**src/rtl/cplx_pkg.sv**
```systemverilog
// ============================================================================
// Module      : cplx_pkg
// Description : Shared widths and FSM state encoding for the sequential
//               complex multiplier.
// Revision    : 1.0 - initial release
// ============================================================================
`default_nettype none

package cplx_pkg;

  // Default operand width (signed two's complement)
  localparam int W_DEF = 8;

  // Accumulator / result width for the default operand width
  localparam int PW = 2 * W_DEF + 1;

  // Sequencer states: one partial product per M* state
  typedef enum logic [2:0] {
    IDLE = 3'd0,
    M0   = 3'd1,
    M1   = 3'd2,
    M2   = 3'd3,
    M3   = 3'd4,
    DONE = 3'd5
  } state_t;

endpackage

`default_nettype wire

```
**src/rtl/cplx_mult_seq_vedic.sv**
```systemverilog
// ============================================================================
// Module      : vedic_mult_u (with cells vedic_ha, vedic_cla)
// Description : Purely combinational unsigned NxN -> 2N multiplier built
//               recursively in the vedic (urdhva) style: four half-width
//               products recombined with carry-lookahead adders, bottoming
//               out in a 2x2 half-adder cell.
// Revision    : 1.0 - initial release
// ============================================================================
`default_nettype none

// Half-adder cell
module vedic_ha (
  input  logic a,
  input  logic b,
  output logic s,
  output logic c
);
  assign s = a ^ b;
  assign c = a & b;
endmodule

// N-bit adder using generate/propagate carry formulation (no carry out;
// callers size the operands so the sum cannot overflow)
module vedic_cla #(
  parameter int N = 8
) (
  input  logic [N-1:0] a,
  input  logic [N-1:0] b,
  output logic [N-1:0] sum
);
  logic [N-1:0] g;
  logic [N-1:0] p;
  logic [N-1:0] c;

  // Carry computation from per-bit generate/propagate terms
  always_comb begin
    g    = a & b;
    p    = a ^ b;
    c    = '0;
    for (int i = 0; i < N - 1; i++) begin
      c[i+1] = g[i] | (p[i] & c[i]);
    end
    sum  = p ^ c;
  end
endmodule

// Recursive unsigned vedic multiplier
module vedic_mult_u #(
  parameter int N = 8
) (
  input  logic [N-1:0]   a,
  input  logic [N-1:0]   b,
  output logic [2*N-1:0] p
);

  if (N == 2) begin : g_base
    logic c1;
    logic s1;
    assign p[0] = a[0] & b[0];
    vedic_ha u_ha0 (.a(a[1] & b[0]), .b(a[0] & b[1]), .s(s1), .c(c1));
    vedic_ha u_ha1 (.a(a[1] & b[1]), .b(c1), .s(p[2]), .c(p[3]));
    assign p[1] = s1;
  end else if ((N % 2 == 0) && (N >= 4)) begin : g_split
    localparam int H = N / 2;
    logic [N-1:0]   q0;
    logic [N-1:0]   q1;
    logic [N-1:0]   q2;
    logic [N-1:0]   q3;
    logic [N:0]     mid;
    logic [2*N-1:0] addend;

    vedic_mult_u #(.N(H)) u_ll (.a(a[H-1:0]), .b(b[H-1:0]), .p(q0));
    vedic_mult_u #(.N(H)) u_hl (.a(a[N-1:H]), .b(b[H-1:0]), .p(q1));
    vedic_mult_u #(.N(H)) u_lh (.a(a[H-1:0]), .b(b[N-1:H]), .p(q2));
    vedic_mult_u #(.N(H)) u_hh (.a(a[N-1:H]), .b(b[N-1:H]), .p(q3));

    // Cross terms summed with one extra bit so the carry is kept
    vedic_cla #(.N(N + 1)) u_mid (
      .a  ({1'b0, q1}),
      .b  ({1'b0, q2}),
      .sum(mid)
    );

    // q0 and q3 do not overlap, so they concatenate; cross terms sit at H
    assign addend = {{(N - H - 1){1'b0}}, mid, {H{1'b0}}};

    vedic_cla #(.N(2 * N)) u_fin (
      .a  ({q3, q0}),
      .b  (addend),
      .sum(p)
    );
  end else begin : g_fallback
    // Odd widths cannot be halved; use a direct product
    assign p = {{N{1'b0}}, a} * {{N{1'b0}}, b};
  end

endmodule

`default_nettype wire

```
**src/rtl/cplx_mult_seq.sv**
```systemverilog
// ============================================================================
// Module      : cplx_mult_seq
// Description : Sequential signed complex multiplier P = A x B. A single
//               unsigned vedic WxW multiplier is time-shared over the four
//               partial products (states M0..M3); signs are applied around
//               it. Valid/ready on both sides, one transaction in flight.
// Options     : CPLX_CONJ_EN - adds conj_b input; when set the block
//               computes A x conj(B).
// Revision    : 1.0 - initial release
// ============================================================================
`default_nettype none

module cplx_mult_seq
  import cplx_pkg::*;
#(
  parameter int W = W_DEF
) (
  input  logic                clk,
  input  logic                rst,
  input  logic                in_valid,
  output logic                in_ready,
`ifdef CPLX_CONJ_EN
  input  logic                conj_b,
`endif
  input  logic signed [W-1:0] ar,
  input  logic signed [W-1:0] ai,
  input  logic signed [W-1:0] br,
  input  logic signed [W-1:0] bi,
  output logic                out_valid,
  input  logic                out_ready,
  output logic signed [2*W:0] pr,
  output logic signed [2*W:0] pi
);

  localparam int ACC_W = 2 * W + 1;

  state_t                  state_q, state_d;
  logic signed [W-1:0]     ar_q, ar_d;
  logic signed [W-1:0]     ai_q, ai_d;
  logic signed [W-1:0]     br_q, br_d;
  logic signed [W-1:0]     bi_q, bi_d;
  logic signed [ACC_W-1:0] re_q, re_d;
  logic signed [ACC_W-1:0] im_q, im_d;
  logic                    conj_sel;

  logic signed [W-1:0]     op_x;
  logic signed [W-1:0]     op_y;
  logic                    neg_op;
  logic [W-1:0]            mag_x;
  logic [W-1:0]            mag_y;
  logic [2*W-1:0]          prod;
  logic [ACC_W-1:0]        prod_ext;
  logic signed [ACC_W-1:0] term;

`ifdef CPLX_CONJ_EN
  logic conj_q, conj_d;

  // Conjugate flag register, captured with the operands
  always_ff @(posedge clk or posedge rst) begin
    if (rst) conj_q <= 1'b0;
    else     conj_q <= conj_d;
  end

  assign conj_sel = conj_q;
`else
  assign conj_sel = 1'b0;
`endif

  // Pick the operand pair and extra negation for the current partial product
  always_comb begin
    op_x   = ar_q;
    op_y   = br_q;
    neg_op = 1'b0;
    case (state_q)
      M1: begin
        op_x   = ai_q;
        op_y   = bi_q;
        neg_op = ~conj_sel;
      end
      M2: begin
        op_x   = ar_q;
        op_y   = bi_q;
        neg_op = conj_sel;
      end
      M3: begin
        op_x   = ai_q;
        op_y   = br_q;
        neg_op = 1'b0;
      end
      default: begin
        op_x   = ar_q;
        op_y   = br_q;
        neg_op = 1'b0;
      end
    endcase
  end

  // Magnitudes as W-bit unsigned; the most negative value maps to 2^(W-1)
  assign mag_x = op_x[W-1] ? $unsigned(-op_x) : $unsigned(op_x);
  assign mag_y = op_y[W-1] ? $unsigned(-op_y) : $unsigned(op_y);

  vedic_mult_u #(.N(W)) u_mult (
    .a(mag_x),
    .b(mag_y),
    .p(prod)
  );

  // Re-apply sign to the unsigned product after widening to the accumulator
  always_comb begin
    prod_ext = {1'b0, prod};
    if (op_x[W-1] ^ op_y[W-1] ^ neg_op) term = -$signed(prod_ext);
    else                                term = $signed(prod_ext);
  end

  // Next-state, operand capture and accumulation
  always_comb begin
    state_d = state_q;
    ar_d    = ar_q;
    ai_d    = ai_q;
    br_d    = br_q;
    bi_d    = bi_q;
    re_d    = re_q;
    im_d    = im_q;
`ifdef CPLX_CONJ_EN
    conj_d  = conj_q;
`endif
    case (state_q)
      IDLE: begin
        if (in_valid) begin
          ar_d    = ar;
          ai_d    = ai;
          br_d    = br;
          bi_d    = bi;
`ifdef CPLX_CONJ_EN
          conj_d  = conj_b;
`endif
          re_d    = '0;
          im_d    = '0;
          state_d = M0;
        end
      end
      M0: begin
        re_d    = re_q + term;
        state_d = M1;
      end
      M1: begin
        re_d    = re_q + term;
        state_d = M2;
      end
      M2: begin
        im_d    = im_q + term;
        state_d = M3;
      end
      M3: begin
        im_d    = im_q + term;
        state_d = DONE;
      end
      DONE: begin
        if (out_ready) state_d = IDLE;
      end
      default: state_d = IDLE;
    endcase
  end

  // State, operand and accumulator registers
  always_ff @(posedge clk or posedge rst) begin
    if (rst) begin
      state_q <= IDLE;
      ar_q    <= '0;
      ai_q    <= '0;
      br_q    <= '0;
      bi_q    <= '0;
      re_q    <= '0;
      im_q    <= '0;
    end else begin
      state_q <= state_d;
      ar_q    <= ar_d;
      ai_q    <= ai_d;
      br_q    <= br_d;
      bi_q    <= bi_d;
      re_q    <= re_d;
      im_q    <= im_d;
    end
  end

  assign in_ready  = (state_q == IDLE);
  assign out_valid = (state_q == DONE);
  assign pr        = re_q;
  assign pi        = im_q;

endmodule

`default_nettype wire

```
**config.mk**
```make
export PLATFORM = sky130hd
export DESIGN_NAME = cplx_mult_seq
export DESIGN_NICKNAME = d
export VERILOG_FILES = /design/src/rtl/cplx_pkg.sv /design/src/rtl/cplx_mult_seq_vedic.sv /design/src/rtl/cplx_mult_seq.sv
export SDC_FILE = /design/constraint.sdc
export NUM_CORES = 1
export LEC_CHECK = 0
export BUFFER_PORTS_ARGS = -buffer_cell sky130_fd_sc_hd__buf_2
export CAP_MARGIN = 20
export CORE_UTILIZATION = 61
export CTS_CLUSTER_DIAMETER = 150
export DETAILED_ROUTE_END_ITERATION = 7
export GPL_TIMING_DRIVEN = 0
export PLACE_DENSITY = 0.81
export REMOVE_ABC_BUFFERS = 1
export SLEW_MARGIN = 25
export SYNTH_ARGS = -nofsm -noshare
export SYNTH_HDL_FRONTEND = slang
export SYNTH_SLANG_ARGS = --single-unit
```
**constraint.sdc**
```tcl
create_clock -name clk -period 12.7 [get_ports clk]
set_input_delay 1.27 -clock clk [delete_from_list [all_inputs] [get_ports clk]]
set_output_delay 1.27 -clock clk [all_outputs]
set_load 0.1 [all_outputs]
```
==> flow_metrics.py, run 1 <==
metrics = {
    "floorplan": {
        "initial_core_util_pct": 63.5,
        "design.die.area_um2": 11900,
        "die_width_um": 109,
        "core.rowCount": 38,
        "ios": 72,
        "chipHeight_um": 109,
        "coreArea_um2": 11000,
    },
    "clocking": {
        "htree_levels": 3,
        "cts_buffer_depth": 2,
        "path_clk_slew_ps": 60,
        "post_cts_resize_count": 0,
        "numClockSinks": 69,
        "clk_latency_ps": 350,
        "clk_root_buffer_cell": "clkbuf_16",
        "cts_tree": "built",
        "numCtsBuffers": 9,
        "hold_buffers": 0,
        "post-cts-setup-buffer-count": 0,
    },
    "run_status": {
        "status": "finished, final reports clean",
    },
    "drt": {
        "drt-initial-drc-count": 302,
        "num_vias": 5571,
        "ant_nets": 0,
        "top_layer": "met4",
        "first_pass_iters": 5,
        "drt-met1-wl_um": 6440,
        "met3RoutedLength_um": 640,
        "drt-wirelength-per-cell_um": 16.3,
        "dr_wl_met2_um": 7840,
        "postRouteWirelength_um": 15400,
        "drt-vias-per-instance": 5.86,
        "drcViolationCount": 0,
    },
    "cells_and_area": {
        "drive_above_1_share_pct": 18.1,
        "nNetsFinal": 965,
        "diodes": 0,
        "final_common_cell": "nor2_1",
        "final_cell_mix": "nor2_1, ha_1, inv_1",
        "syn2layout_area_growth_pct": 11.3,
        "num-fill-cells": 840,
        "fin_cells": 950,
        "multi_input_area_um2": 4880,
        "post-route-cell-area_um2": 7790,
        "register_area_um2": 1730,
    },
    "synth": {
        "ys_seq_area_share_pct": 24.7,
        "synth_ff_type": "dfrtp_1",
        "ys_types": 64,
        "synth_edf_count": 0,
        "synth_area_um2": 7000,
        "yosys_warnings": 0,
        "post_synth.cell_area_avg_um2": 9.47,
        "synth_cells": 739,
        "synthArstFlopShare_pct": 100,
        "ys_ff_latch": 69,
    },
    "sta": {
        "slew_headroom_pct": 40.6,
        "rsz0062_at_grt": "no",
        "tightest_slew_ps": 891,
        "setup_viol": 0,
        "hold_viol": 0,
        "fmax_ghz": 0.0956,
        "worst_slack_ps": 2240,
        "worst_clock_skew_ps": 9.07,
        "timing.final.max_slew_violations": 0,
        "fin_setup_tns_ps": 0,
        "fin_crit_ps": 10460,
        "fin_crit_sh_pct": 82.4,
    },
    "global_routing": {
        "grt_max_degree": 42,
        "grt_first_pass_wirelength_um": 26000,
        "antenna_found_initial": 0,
        "globalRouteOverflowTotal": 0,
        "grt_pass1_vias": 5842,
        "grt_use_total_pct": 28.5,
    },
    "setup_path": {
        "slowest_stage": "mux2i_2",
        "ff2ff_path_depth": 37,
        "cp-start-kind": "flop",
        "r2r-start": "state_q[2]",
        "worstSetupStartpoint": "state_q[2]",
        "end_kind": "flop",
        "r2r_end": "pr[16]",
        "cp.arrival_ps": 10740,
        "crit_top_cell": "fa_1",
        "required_ps": 12970,
        "critPathKind": "reg -> reg",
        "max_stage_delay_ps": 700,
        "path_max_fanout": 11,
        "rrSetupSlack_ps": 2240,
        "critical_path.endpoint": "pr[16]",
    },
    "placed_design": {
        "dpl.hpwl_um": 12300,
        "dpl-instance-area_um2": 7480,
        "globalplace.congestion": 0.877,
        "preCtsSetupSlack_ps": 2150,
        "io_buffers": 71,
        "dp.cells": 934,
    },
    "run": {
        "drv_cap": 0,
    },
    "hold_path": {
        "hold_path.class": "reg -> reg",
    },
}
-- sequential cells by signal, summed over array words and instances (netlist names) --
register	flops
ai_q	8
ar_q	8
bi_q	8
br_q	8
pi	17
pr	17
state_q	3
-- worst min path at each step --
| stage | start | endpoint | slack (ps) | cells past startpoint |
|---|---|---|---|---|
| floorplan | ai_q[7] | ai_q[7] | 470 | 1 |
| global placement | pr[16] | pr[16] | 460 | 1 |
| detailed placement | pr[16] | pr[16] | 470 | 1 |
| CTS | pr[16] | pr[16] | 480 | 1 |
| global route | pr[16] | pr[16] | 520 | 1 |
| finish | pr[16] | pr[16] | 470 | 1 |
-- layer usage --
layer	track usage, %	vias to the layer above
met5	0	-
met4	15.1	0
met3	4.60	43
met2	51.3	187
met1	32.3	2679
li1	-	2662
-- kinds of logic (layout without fill, tap and decap cells) --
| group | after synthesis | after routing | synth area share (%) |
|---|---|---|---|
| fa+ha+maj | 124 | 124 | 27.0 |
| buf+inv | 99 | 170 | 5.81 |
| xor+xnor | 54 | 54 | 7.40 |
| mux | 53 | 53 | 8.38 |
| simple gates | 202 | 202 | 13.6 |
| compound gates | 138 | 138 | 13.1 |
| flops | 69 | 69 | 24.7 |
-- Yosys cell counts, drive strengths merged (2+ instances only) --
cell type | number | share of area [%]
nand3 | 6 | 0.43
o2111ai | 3 | 0.38
and3 | 6 | 0.54
nor2 | 96 | 5.4
nor3b | 2 | 0.21
xor2 | 32 | 4.5
nand3b | 3 | 0.32
buf | 12 | 1.1
xnor2 | 22 | 2.9
nand4 | 2 | 0.18
nor3 | 11 | 0.79
mux2i | 18 | 2.8
clkbuf | 7 | 0.38
fa | 45 | 13
a22o | 4 | 0.50
ha | 79 | 14
o22ai | 5 | 0.45
o31ai | 4 | 0.43
a311oi | 2 | 0.25
o21a | 11 | 1.2
o21ai | 39 | 2.8
or3 | 4 | 0.36
or2 | 4 | 0.36
and2 | 2 | 0.18
nor2b | 9 | 0.80
a21o | 10 | 1.1
mux2 | 35 | 5.6
a32o | 4 | 0.57
nand2b | 9 | 0.80
dfrtp | 69 | 25
a21oi | 29 | 2.1
nand4b | 3 | 0.38
nor4 | 3 | 0.27
nand2 | 37 | 2.0
o21ba | 2 | 0.29
inv | 79 | 4.2
a211oi | 4 | 0.43
a31oi | 14 | 1.8
-- metrics by stage --
stage | utilization, % | hold slack [ps]
after global routing | 70.6 | 519
after detailed placement | 67.8 | 473
after global placement | 67.3 | 464
after CTS | 70.5 | 480
final | 70.6 | 473
after floorplan | - | 470
-- cell type report --
cell class,instances,share of cell area [%]
Clock inverter,5,0.755
Multi-Input combinational cell,571,62.7
Clock buffer,11,3.12
Tap cell,140,2.25
Sequential cell,69,22.2
Inverter,80,3.89
Timing Repair Buffer,74,5.17
-- critical path, delay by kind of cell (launching register included) --
kind | cells | cell delay, ps
compound gates | 5 | 1280
buf+inv | 8 | 520
xor+xnor | 1 | 300
flops | 1 | 560
fa+ha+maj | 17 | 5660
simple gates | 4 | 1180
mux | 2 | 910
Power of run 1 is left out: the tool's default activity adds up to more than one toggle a clock period on the data nets, which glitch-free logic cannot reach.
==> run 2: changes to the inputs <==
==> constraint.sdc (replaced) <==
create_clock -name clk -period 10.78 [get_ports clk]
set_input_delay 1.078 -clock clk [delete_from_list [all_inputs] [get_ports clk]]
set_output_delay 1.078 -clock clk [all_outputs]
set_load 0.1 [all_outputs]
==> run 2 against run 1 <==
  * Die area stayed put
  * Worst hold slack better by 1.1 ps
  * Flip-flop and latch count stayed put
  * First-iteration DRC count is 7.3% lower
  * Largest cell class unchanged
  * Highest routed layer unchanged
==> flow_metrics.py, run 2 (synthesis gave the netlist of run 1 again) <==
metrics = {
    "floorplan": {
        "initial_core_util_pct": 63.5,
        "die_width_um": 109,
        "coreArea_um2": 11000,
        "core.rowCount": 38,
        "ios": 72,
        "design.die.area_um2": 11900,
        "chipHeight_um": 109,
    },
    "global_routing": {
        "antenna_found_initial": 0,
        "grt_use_total_pct": 28.5,
        "grt_max_degree": 42,
        "grt_pass1_vias": 5842,
        "globalRouteOverflowTotal": 0,
        "use_met1_pct": 32.3,
        "grt_first_pass_wirelength_um": 26000,
        "gr-usage-met2_pct": 51.3,
        "busiest_layer": "met2",
        "use_met3_pct": 4.60,
    },
    "setup_path": {
        "path_max_fanout": 11,
        "cp.arrival_ps": 10320,
        "cp-start-kind": "flop",
        "slowest_stage": "xor2_1",
        "critPathKind": "reg -> reg",
        "crit_top_cell": "fa_1",
        "required_ps": 11050,
        "end_kind": "flop",
        "max_stage_delay_ps": 590,
    },
    "clocking": {
        "path_clk_slew_ps": 60,
        "hold_buffers": 0,
        "clk_latency_ps": 350,
        "clk_root_buffer_cell": "clkbuf_16",
        "numClockSinks": 69,
        "htree_levels": 3,
        "cts_buffer_depth": 2,
        "numCtsBuffers": 9,
        "cts_tree": "built",
    },
    "drt": {
        "drt-wirelength-per-cell_um": 16.4,
        "num_vias": 5552,
        "first_pass_iters": 5,
        "drt-initial-drc-count": 280,
        "drcViolationCount": 0,
        "drt-vias-per-instance": 5.84,
        "postRouteWirelength_um": 15600,
        "ant_nets": 0,
    },
    "cells_and_area": {
        "final_common_cell": "nor2_1",
        "syn2layout_area_growth_pct": 11.7,
        "drive_above_1_share_pct": 18.5,
        "fin_cells": 950,
        "diodes": 0,
        "num-fill-cells": 832,
        "register_area_um2": 1730,
        "multi_input_area_um2": 4910,
        "final_cell_mix": "nor2_1, ha_1, inv_1",
        "nNetsFinal": 965,
        "post-route-cell-area_um2": 7820,
    },
    "sta": {
        "fmax_ghz": 0.0995,
        "setup_viol": 0,
        "timing.final.max_slew_violations": 0,
        "fin_setup_tns_ps": 0,
        "tightest_slew_ps": 875,
        "fin_crit_sh_pct": 93.2,
        "rsz0062_at_grt": "no",
        "fin_crit_ps": 10050,
        "worst_clock_skew_ps": 7.20,
        "hold_viol": 0,
        "slew_headroom_pct": 41.6,
    },
    "placed_design": {
        "dp.cells": 934,
        "dpl.hpwl_um": 12300,
        "dpl-instance-area_um2": 7480,
        "io_buffers": 71,
        "globalplace.congestion": 0.877,
    },
    "run": {
        "drv_cap": 0,
    },
    "hold_path": {
        "hold_path.class": "reg -> reg",
    },
    "run_status": {
        "status": "finished, final reports clean",
    },
}
[run 2: cell counts in the layout (fill, tap and decap cells not counted)]
Identical to the previous run, type by type.
[run 2: area by class of cell]
cell class	count	area share [%]
clock inverter	5	0.752
tap	140	2.24
inverter	80	3.87
timing repair buffer	74	5.15
sequential	69	22.1
multi-input combinational	571	62.8
clock buffer	11	3.10
[run 2: layer usage]
| metal | share of wire (%) | vias up |
|---|---|---|
| met5 | 0 | - |
| li1 | - | 2659 |
| met3 | 3.9 | 50 |
| met2 | 50 | 164 |
| met4 | 3.9 | 0 |
| met1 | 42 | 2679 |
[run 2: final timing paths]
check | slack, ps | depth (start not counted) | to | from
hold / removal | 470 | 1 | pr[16] | pr[16]
setup reg to reg | 730 | 38 | pr[16] | state_q[2]
min in group asynchronous | 700 | 2 | bi_q[0] | rst
hold reg to reg | 470 | 1 | pr[16] | pr[16]
max in group asynchronous | 9530 | 3 | pr[13] | rst
setup / recovery | 730 | 38 | pr[16] | state_q[2]
[run 2: timing repair]
action,CTS,global route
resized for setup,0,5
endpoints found under the setup margin,0,2
buffers inserted,0,0
[run 2: worst max-delay path: cells and delay by family, from the launching register on]
family | cells | cell delay, ps
xor+xnor | 2 | 890
fa+ha+maj | 16 | 5260
flops | 1 | 550
buf+inv | 8 | 520
mux | 2 | 720
compound gates | 5 | 900
simple gates | 5 | 1150
[run 2: stage by stage]
stage | hold slack [ps] | setup WS, ps | util (%)
2_1_floorplan | 470 | 1540 | -
3_5_place_dp | 473 | 235 | 67.8
4_1_cts | 480 | 134 | 70.5
5_1_grt | 519 | 128 | 70.9
3_3_place_gp | 464 | 347 | 67.3
6_report | 474 | 733 | 70.9
Power of run 2 is left out for the same reason.
==> run 3: changes to the inputs <==
--- a/config.mk
+++ b/config.mk
@@ -5,13 +5,13 @@
 export SDC_FILE = /design/constraint.sdc
 export NUM_CORES = 1
 export LEC_CHECK = 0
-export BUFFER_PORTS_ARGS = -buffer_cell sky130_fd_sc_hd__buf_2
 export CAP_MARGIN = 20
-export CORE_UTILIZATION = 61
+export CORE_UTILIZATION = 65
 export CTS_CLUSTER_DIAMETER = 150
 export DETAILED_ROUTE_END_ITERATION = 7
+export DONT_BUFFER_PORTS = 1
 export GPL_TIMING_DRIVEN = 0
-export PLACE_DENSITY = 0.81
+export PLACE_DENSITY_LB_ADDON = 0.15
 export REMOVE_ABC_BUFFERS = 1
 export SLEW_MARGIN = 25
 export SYNTH_ARGS = -nofsm -noshare
==> run 3 against run 2 <==
  * Non-clock buffer count is 71 lower
  * Sequential share of layout area rose by 1.4 points
  * Utilization grew 0.16 points
  * Clock-buffer cell count decreased by 2
==> flow_metrics.py, run 3 (synthesis gave the netlist of run 1 again) <==
metrics = {
    "run_status": {
        "status": "finished, final reports clean",
    },
    "drt": {
        "num_vias": 5251,
        "drt-vias-per-instance": 6.00,
        "first_pass_iters": 6,
        "ant_nets": 0,
        "postRouteWirelength_um": 14800,
        "drt-wirelength-per-cell_um": 16.9,
        "drcViolationCount": 0,
        "drt-initial-drc-count": 182,
    },
    "clocking": {
        "clk_root_buffer_cell": "clkbuf_8",
        "post_cts_resize_count": 0,
        "clk_latency_ps": 360,
        "path_clk_slew_ps": 90,
        "cts_buffer_depth": 2,
        "hold_buffers": 0,
        "numCtsBuffers": 9,
        "post-cts-setup-buffer-count": 0,
        "numClockSinks": 69,
        "htree_levels": 3,
        "cts_tree": "built",
    },
    "hold_path": {
        "hold_path.class": "reg -> reg",
        "min_path_cells": 1,
    },
    "floorplan": {
        "initial_core_util_pct": 67.5,
        "ios": 72,
        "chipHeight_um": 106,
        "coreArea_um2": 10400,
        "core.rowCount": 37,
        "design.die.area_um2": 11200,
        "die_width_um": 106,
    },
    "setup_path": {
        "max_stage_delay_ps": 590,
        "slowest_stage": "dfrtp_1",
        "path_delay_family": "adder cells",
        "required_ps": 11080,
        "cp-start-kind": "flop",
        "path_buf_inv": 8,
        "path_max_fanout": 11,
        "cp_num_cells": 39,
        "end_kind": "flop",
        "crit_top_cell": "fa_1",
        "cp.arrival_ps": 10360,
        "critPathKind": "reg -> reg",
        "ff2ff_path_depth": 39,
    },
    "sta": {
        "fmax_ghz": 0.0994,
        "fin_setup_tns_ps": 0,
        "timing.final.max_slew_violations": 0,
        "rsz0062_at_grt": "no",
        "worst_clock_skew_ps": 13.7,
        "fin_crit_ps": 10060,
        "slew_headroom_pct": 32.7,
        "tightest_slew_ps": 1010,
        "setup_viol": 0,
        "hold_viol": 0,
        "fin_crit_sh_pct": 93.3,
    },
    "cells_and_area": {
        "final_cell_mix": "nor2_1, ha_1, inv_1",
        "fin_cells": 875,
        "syn2layout_area_growth_pct": 5.27,
        "post-route-cell-area_um2": 7370,
        "nNetsFinal": 894,
        "diodes": 0,
        "drive_above_1_share_pct": 11.0,
        "final_common_cell": "nor2_1",
    },
    "placed_design": {
        "io_buffers": 0,
        "globalplace.congestion": 0.884,
        "dpl-instance-area_um2": 7140,
        "dpl.hpwl_um": 11800,
        "dp.cells": 859,
    },
    "global_routing": {
        "grt_first_pass_wirelength_um": 25000,
        "grt_max_degree": 40,
        "grt_use_total_pct": 28.4,
        "antenna_found_initial": 0,
        "globalRouteOverflowTotal": 0,
        "grt_pass1_vias": 5421,
    },
    "run": {
        "drv_cap": 0,
    },
}
==> run 3: worst reg2reg max path: cells and delay by family (launching register included) <==
family,cells,cell delay (ps)
simple gates,5,1190
xor+xnor,2,390
mux,2,740
buf+inv,8,490
compound gates,5,1170
flops,1,590
fa+ha+maj,17,5420
==> run 3: area by class of cell <==
cell class / instances / area, um2
multi-input combinational: 571 / 4920
fill: 776 / 3000
sequential: 69 / 1730
inverter: 80 / 303
tap: 136 / 170
clock buffer: 9 / 124
clock inverter: 7 / 73.8
timing repair buffer: 3 / 55.1
==> run 3: final timing paths <==
check	from	endpoint	slack (ps)
max	state_q[2]	pi[16]	720
max in group asynchronous	rst	ar_q[2]	9650
min in group asynchronous	rst	pi[2]	580
max reg2reg	state_q[2]	pi[16]	720
min	ai_q[6]	ai_q[6]	510
min reg2reg	ai_q[6]	ai_q[6]	510
==> run 3: per-stage QoR <==
stage / hold WS (ps) / util, % / setup WS [ps]
after floorplan: 470 / - / 1540
after global placement: 487 / 68.1 / 427
after detailed placement: 494 / 68.8 / 166
after CTS: 511 / 70.7 / 134
after global routing: 521 / 71.1 / 19.9
final: 510 / 71.1 / 721
==> run 3: layer usage <==
metal | wire, um | GRT usage [%] | vias to the layer above
met5 | 0 | 0 | -
met2 | 7600 | 51.0 | 149
li1 | - | - | 2507
met1 | 5960 | 32.6 | 2562
met4 | 390 | 11.9 | 0
met3 | 808 | 6.12 | 33
Power of run 3 is left out for the same reason.
